## config.mk

```make
export PLATFORM = sky130hd
export DESIGN_NAME = bwt_occ_responder
export DESIGN_NICKNAME = d
export VERILOG_FILES = /design/src/rtl/bwt_occ_responder.sv
export SDC_FILE = /design/constraint.sdc
export NUM_CORES = 2
export LEC_CHECK = 0
export CAP_MARGIN = 20
export CORE_AREA = 4 4 537 539
export DETAILED_ROUTE_END_ITERATION = 12
export DIE_AREA = 0 0 541 543
export MAX_ROUTING_LAYER = met4
export PLACE_DENSITY = 0.56
export SLEW_MARGIN = 10
export SYNTH_ARGS = -nofsm -noshare
export SYNTH_HDL_FRONTEND = slang
export SYNTH_SLANG_ARGS = --single-unit
```

## constraint.sdc

```tcl
create_clock -name Clk_32UI -period 6.6 [get_ports Clk_32UI]
set_clock_uncertainty 0.15 [all_clocks]
set_input_delay 0.66 -clock Clk_32UI [delete_from_list [all_inputs] [get_ports Clk_32UI]]
set_output_delay 0.66 -clock Clk_32UI [all_outputs]
set_load 0.02 [all_outputs]
```

## src/rtl/bwt_occ_responder.sv

```systemverilog
`default_nettype none
// ============================================================================
// bwt_occ_responder : in-order BWT occurrence line fetcher for SMEM requests
// Rev 1.0 - initial release
// ============================================================================
module bwt_occ_responder #(
   parameter int FIFO_DEPTH = 8,
   parameter int ADDR_W     = 32
) (
   input  logic                          Clk_32UI,
   input  logic                          reset_BWT_extend,
   input  logic                          DRAM_valid,
   input  logic [ADDR_W-1:0]             addr_k,
   input  logic [ADDR_W-1:0]             addr_l,
   output logic                          mem_rd_en,
   output logic [ADDR_W-1:0]             mem_rd_addr,
   input  logic                          mem_rd_valid,
   input  logic [511:0]                  mem_rd_data,
   output logic                          DRAM_get,
   output logic [31:0]                   cnt_a0,
   output logic [31:0]                   cnt_a1,
   output logic [31:0]                   cnt_a2,
   output logic [31:0]                   cnt_a3,
   output logic [63:0]                   cnt_b0,
   output logic [63:0]                   cnt_b1,
   output logic [63:0]                   cnt_b2,
   output logic [63:0]                   cnt_b3,
   output logic [31:0]                   cntl_a0,
   output logic [31:0]                   cntl_a1,
   output logic [31:0]                   cntl_a2,
   output logic [31:0]                   cntl_a3,
   output logic [63:0]                   cntl_b0,
   output logic [63:0]                   cntl_b1,
   output logic [63:0]                   cntl_b2,
   output logic [63:0]                   cntl_b3,
   output logic [$clog2(FIFO_DEPTH):0]   pending,
   output logic                          req_overflow
);
   localparam int PTR_W = $clog2(FIFO_DEPTH);
   localparam int CNT_W = PTR_W + 1;
   localparam int LINE_W = 384;

   typedef enum logic [2:0] {
      S_IDLE   = 3'd0,
      S_RD_K   = 3'd1,
      S_WAIT_K = 3'd2,
      S_RD_L   = 3'd3,
      S_WAIT_L = 3'd4,
      S_RESP   = 3'd5
   } state_t;

   logic [2*ADDR_W-1:0] fifo_mem_q [FIFO_DEPTH];
   logic [PTR_W-1:0]    wr_ptr_q, wr_ptr_d, rd_ptr_q, rd_ptr_d;
   logic [CNT_W-1:0]    count_q, count_d;
   logic [CNT_W-1:0]    pending_q, pending_d;
   state_t              state_q, state_d;
   logic [ADDR_W-1:0]   cur_k_q, cur_k_d, cur_l_q, cur_l_d;
   logic [LINE_W-1:0]   k_hold_q, k_hold_d;
   logic [LINE_W-1:0]   out_k_q, out_k_d, out_l_q, out_l_d;
   logic                rd_en_q, rd_en_d;
   logic [ADDR_W-1:0]   rd_addr_q, rd_addr_d;
   logic                get_q, get_d;
   logic                ovf_q, ovf_d;
   logic                fifo_empty, fifo_full, do_push, do_pop;
   logic [2*ADDR_W-1:0] head;
   logic                unused_hi_bits;

   // Only the low 384 bits of each occurrence line carry counts.
   assign unused_hi_bits = ^mem_rd_data[511:LINE_W];

   always_comb begin
      fifo_empty = (count_q == '0);
      fifo_full  = (count_q == CNT_W'(FIFO_DEPTH));
      head       = fifo_mem_q[rd_ptr_q];
      do_pop     = !fifo_empty && ((state_q == S_IDLE) || (state_q == S_RESP));
      do_push    = DRAM_valid && (!fifo_full || do_pop);

      wr_ptr_d = do_push ? wr_ptr_q + PTR_W'(1) : wr_ptr_q;
      rd_ptr_d = do_pop  ? rd_ptr_q + PTR_W'(1) : rd_ptr_q;
      count_d  = count_q;
      if (do_push && !do_pop)
         count_d = count_q + CNT_W'(1);
      else if (!do_push && do_pop)
         count_d = count_q - CNT_W'(1);
      ovf_d = ovf_q | (DRAM_valid & !do_push);

      state_d   = state_q;
      cur_k_d   = cur_k_q;
      cur_l_d   = cur_l_q;
      k_hold_d  = k_hold_q;
      out_k_d   = out_k_q;
      out_l_d   = out_l_q;
      rd_en_d   = 1'b0;
      rd_addr_d = rd_addr_q;
      get_d     = 1'b0;

      case (state_q)
         S_IDLE, S_RESP: begin
            if (do_pop) begin
               cur_k_d   = head[2*ADDR_W-1:ADDR_W];
               cur_l_d   = head[ADDR_W-1:0];
               rd_en_d   = 1'b1;
               rd_addr_d = head[2*ADDR_W-1:ADDR_W];
               state_d   = S_RD_K;
            end else begin
               state_d = S_IDLE;
            end
         end
         S_RD_K: state_d = S_WAIT_K;
         S_WAIT_K: begin
            if (mem_rd_valid) begin
               k_hold_d = mem_rd_data[LINE_W-1:0];
               // Identical k/l lines are served from a single fetch.
               if (cur_k_q == cur_l_q) begin
                  out_k_d = mem_rd_data[LINE_W-1:0];
                  out_l_d = mem_rd_data[LINE_W-1:0];
                  get_d   = 1'b1;
                  state_d = S_RESP;
               end else begin
                  rd_en_d   = 1'b1;
                  rd_addr_d = cur_l_q;
                  state_d   = S_RD_L;
               end
            end
         end
         S_RD_L: state_d = S_WAIT_L;
         S_WAIT_L: begin
            if (mem_rd_valid) begin
               out_k_d = k_hold_q;
               out_l_d = mem_rd_data[LINE_W-1:0];
               get_d   = 1'b1;
               state_d = S_RESP;
            end
         end
         default: state_d = S_IDLE;
      endcase

      pending_d = count_d + ((state_d != S_IDLE) ? CNT_W'(1) : CNT_W'(0));
   end

   always_ff @(posedge Clk_32UI) begin
      if (do_push)
         fifo_mem_q[wr_ptr_q] <= {addr_k, addr_l};
   end

   always_ff @(posedge Clk_32UI or negedge reset_BWT_extend) begin
      if (!reset_BWT_extend) begin
         wr_ptr_q  <= '0;
         rd_ptr_q  <= '0;
         count_q   <= '0;
         pending_q <= '0;
         state_q   <= S_IDLE;
         cur_k_q   <= '0;
         cur_l_q   <= '0;
         k_hold_q  <= '0;
         out_k_q   <= '0;
         out_l_q   <= '0;
         rd_en_q   <= 1'b0;
         rd_addr_q <= '0;
         get_q     <= 1'b0;
         ovf_q     <= 1'b0;
      end else begin
         wr_ptr_q  <= wr_ptr_d;
         rd_ptr_q  <= rd_ptr_d;
         count_q   <= count_d;
         pending_q <= pending_d;
         state_q   <= state_d;
         cur_k_q   <= cur_k_d;
         cur_l_q   <= cur_l_d;
         k_hold_q  <= k_hold_d;
         out_k_q   <= out_k_d;
         out_l_q   <= out_l_d;
         rd_en_q   <= rd_en_d;
         rd_addr_q <= rd_addr_d;
         get_q     <= get_d;
         ovf_q     <= ovf_d;
      end
   end

   assign mem_rd_en    = rd_en_q;
   assign mem_rd_addr  = rd_addr_q;
   assign DRAM_get     = get_q;
   assign pending      = pending_q;
   assign req_overflow = ovf_q;

   assign cnt_a0  = out_k_q[31:0];
   assign cnt_a1  = out_k_q[63:32];
   assign cnt_a2  = out_k_q[95:64];
   assign cnt_a3  = out_k_q[127:96];
   assign cnt_b0  = out_k_q[191:128];
   assign cnt_b1  = out_k_q[255:192];
   assign cnt_b2  = out_k_q[319:256];
   assign cnt_b3  = out_k_q[383:320];
   assign cntl_a0 = out_l_q[31:0];
   assign cntl_a1 = out_l_q[63:32];
   assign cntl_a2 = out_l_q[95:64];
   assign cntl_a3 = out_l_q[127:96];
   assign cntl_b0 = out_l_q[191:128];
   assign cntl_b1 = out_l_q[255:192];
   assign cntl_b2 = out_l_q[319:256];
   assign cntl_b3 = out_l_q[383:320];
endmodule
`default_nettype wire

```

==> results.md <==
- Status: finished clean
- Critical-path top delay cell: nor2_4
- Hold Vio Cnt, Final: 0
- Grt ovf: 0
- Count of pins over their slew limit: 0
- Min Tclk post-route: 3.96 ns
- Post-DP HPWL: 199000 µm
- Largest net degree at the start of global routing: 173
- CTS clock-pin slew for the worst setup and hold paths: 0.06 ns
- CTS root buf: clkbuf_16
- Vias per std cell: 4.40
- Clock buffer depth: 4
- Post-route ant nets: 0
- Primary FF master, synth: dfrtp_1
- Core ar.: 284000 µm²
- Cell breakdown of the critical path: xor2_1 > or2_2 > a31oi_1 > nand2_1 > nor2_4 > buf_4
- WP buf/inv: 1
- Global-route wire length before repair: 359000 µm
- Initial antenna violation count: 222
- Critical Path End Type: register
- Reg2reg path depth: 6
- Fin nets: 6362
- Synth area leaders: dfrtp_1 45%, edfxtp_1 22%, mux2_2 6.9%
- Setup WS pre-CTS: 2.13 ns
- IO buf count: 1258
- Htree depth: 4
- RSZ-0062 raised after global routing: no
- # fillers: 27700
- Most frequent cells in the layout: 1265 x dfrtp_1, 1257 x clkdlybuf4s50_1, 512 x edfxtp_1
- CTS tree: done
- Num CTS Buffers: 196
- Peak supply drop: 0.294 mV
- Total power: 47400 µW
- Min Hold Slack: 0.314 ns
- Area share of the largest cell type after synthesis: 45.1%
- Worst rel slew slack: 26.0%
- Max incr delay on CP: 0.87 ns
- Crit start category: register
- Part of the cycle the worst path needs: 60.0%
- Hold Path Class: in -> reg
- Reg2Reg Launch Point: state_q[0]
- Mapped cell area: 70300 µm²
- Drt drc: 0
- Number of flops mapped to enable cells by yosys: 512
- PwrDens: 504 nW/µm²
- Peak fanout along the critical path: 26
- Mapped Nets: 5109
- Drt pass-1 iters: 5
- Fmax: 253 MHz
- Number of gates resized after cts: 0
- Max-cap check violation count: 0
- HP Start: mem_rd_data[122]
- Die width: 541 µm
- Hold Path Stages: 2
- Final WS setup: 2.64 ns
- Via count: 43200
- WS Path Type: reg -> reg
- Initial Util: 24.7%
- Crit. path cell count: 6
- Die height: 543 µm
- Sequential share of the synthesized area: 67.0%
- Most common cell after layout, fill and taps aside: dfrtp_1
- Actual slew at the worst max-slew pin: 1.11 ns
- Row count: 196
- Yosys warnings: 0
- Worst EP arrival: 4.29 ns
- Die ar.: 294000 µm²
- Crit. Startpoint: state_q[0]
- Data required time at the worst endpoint: 6.93 ns
- Clock sinks: 1780
- Register area: 47100 µm²
- DR WL/cell: 26.7 µm
- P&R area growth vs syn: 33.7%
- Io pins: 1387
- Synth Register Bits: 1780
- Vias in the first global route: 43300
- Drt total wl: 263000 µm
- Distinct cells, synth: 43
- Initial DRC Count: 3088
- Leak: 0.0365 µW
- Gp weighted congestion: 0.918
- Setup Viol. Count Final: 0
- Clock Latency Late Sink: 0.87 ns
- CP top delay family: simple AND/OR/NAND/NOR gates
- Area of the multi-input gates: 21700 µm²
- Cells after synthesis: 4523
- Share of layout cells above drive strength 1: 15.9%
- Syn Area/Cell: 15.5 µm²
- Total Neg Setup Slack: 0 ns
- GRT Overall Usage: 17.8%
- Async set-reset flop share out of synthesis: 71.2%
- Biggest area consumer among synthesized cells: dfrtp_1
## layer usage
metal	vias up	track usage, %	part of all wire [%]
li1	19100	-	-
met1	22300	21.5	41
met2	1460	27.4	46
met3	436	6.75	9.8
met4	0	6.05	3.9
met5	-	-	0
## logic make-up after synthesis
family	Yosys count	synth area share [%]
adder cells (fa/ha/maj)	6	0.107
buffers and inverters	313	2.30
XOR/XNOR	41	0.511
flip-flops	1780	67.0
AND/OR/NAND/NOR	499	2.81
AO/OA/AOI/OAI	474	3.47
multiplexers	1410	23.8
## final cells by class
type | count | share of cell area, %
Tap cell | 3762 | 5.01
Multi-Input combinational cell | 2430 | 23.1
Clock buffer | 279 | 5.90
Antenna cell | 122 | 0.325
Timing Repair Buffer | 1329 | 14.3
Inverter | 39 | 0.156
Sequential cell | 1780 | 50.2
Clock inverter | 80 | 1.07
## cells in the mapped netlist (4+ instances only)
| library cell | n |
|---|---|
| a31oi_1 | 4 |
| buf_1 | 18 |
| buf_2 | 98 |
| buf_6 | 42 |
| clkbuf_1 | 115 |
| dfrtp_1 | 1268 |
| edfxtp_1 | 512 |
| ha_1 | 6 |
| inv_1 | 38 |
| mux2_1 | 373 |
| mux2_2 | 429 |
| mux2i_1 | 480 |
| mux4_2 | 128 |
| nand2_1 | 456 |
| nand2b_1 | 4 |
| nand4_1 | 9 |
| nor2_1 | 14 |
| nor3_1 | 4 |
| o21ai_0 | 382 |
| o21ai_1 | 70 |
| xnor2_1 | 36 |
| xor2_1 | 5 |
## path summary, 6_finish.rpt
path | end | slack [ns]
max | fifo_mem_q[3][44] | 2.64
min | out_l_q[122] | 0.31
max reg2reg | fifo_mem_q[3][44] | 2.64
min reg2reg | out_k_q[5] | 0.32
max in group asynchronous | out_k_q[53] | 4.22
min in group asynchronous | out_l_q[102] | 0.40
## worst reg2reg max path, cell delays in order, from the launching register on
cell	delay, ns
dfrtp_1	0.46
xor2_1	0.24
or2_2	0.37
a31oi_1	0.50
nand2_1	0.39
nor2_4	0.87
buf_4	0.59
## sequential cells by signal, indices dropped and copies added, names as in the netlist, 32 cells and up
name	cells
out_l_q	384
out_k_q	384
k_hold_q	384
cur_l_q	32
fifo_mem_q	512
mem_rd_addr	32
cur_k_q	32
## repair_timing
item / CTS / global route
endpoints found under the hold margin: 104 / 0
hold buffers: 1 / 0
setup buffers: 0 / 0
## through the flow
stage | utilization [%] | cell area [µm²] | std cells
finish | 33.1 | 93900 | 9821
global route | 33.1 | 93900 | 9800
CTS | 33.0 | 93600 | 9697
detailed placement | 30.6 | 87000 | 9337
global placement | 30.6 | 87000 | 9337
floorplan | - | 70300 | 4523
## power by group
| group | internal [µW] | leakage (µW) | switching [µW] | total, µW |
|---|---|---|---|---|
| combinational | 8510 | 0.0133 | 9400 | 17900 |
| sequential | 15700 | 0.0201 | 2690 | 18400 |
| clock | 6480 | 0.00317 | 4630 | 11100 |
Power figures use the tool's default switching activity.
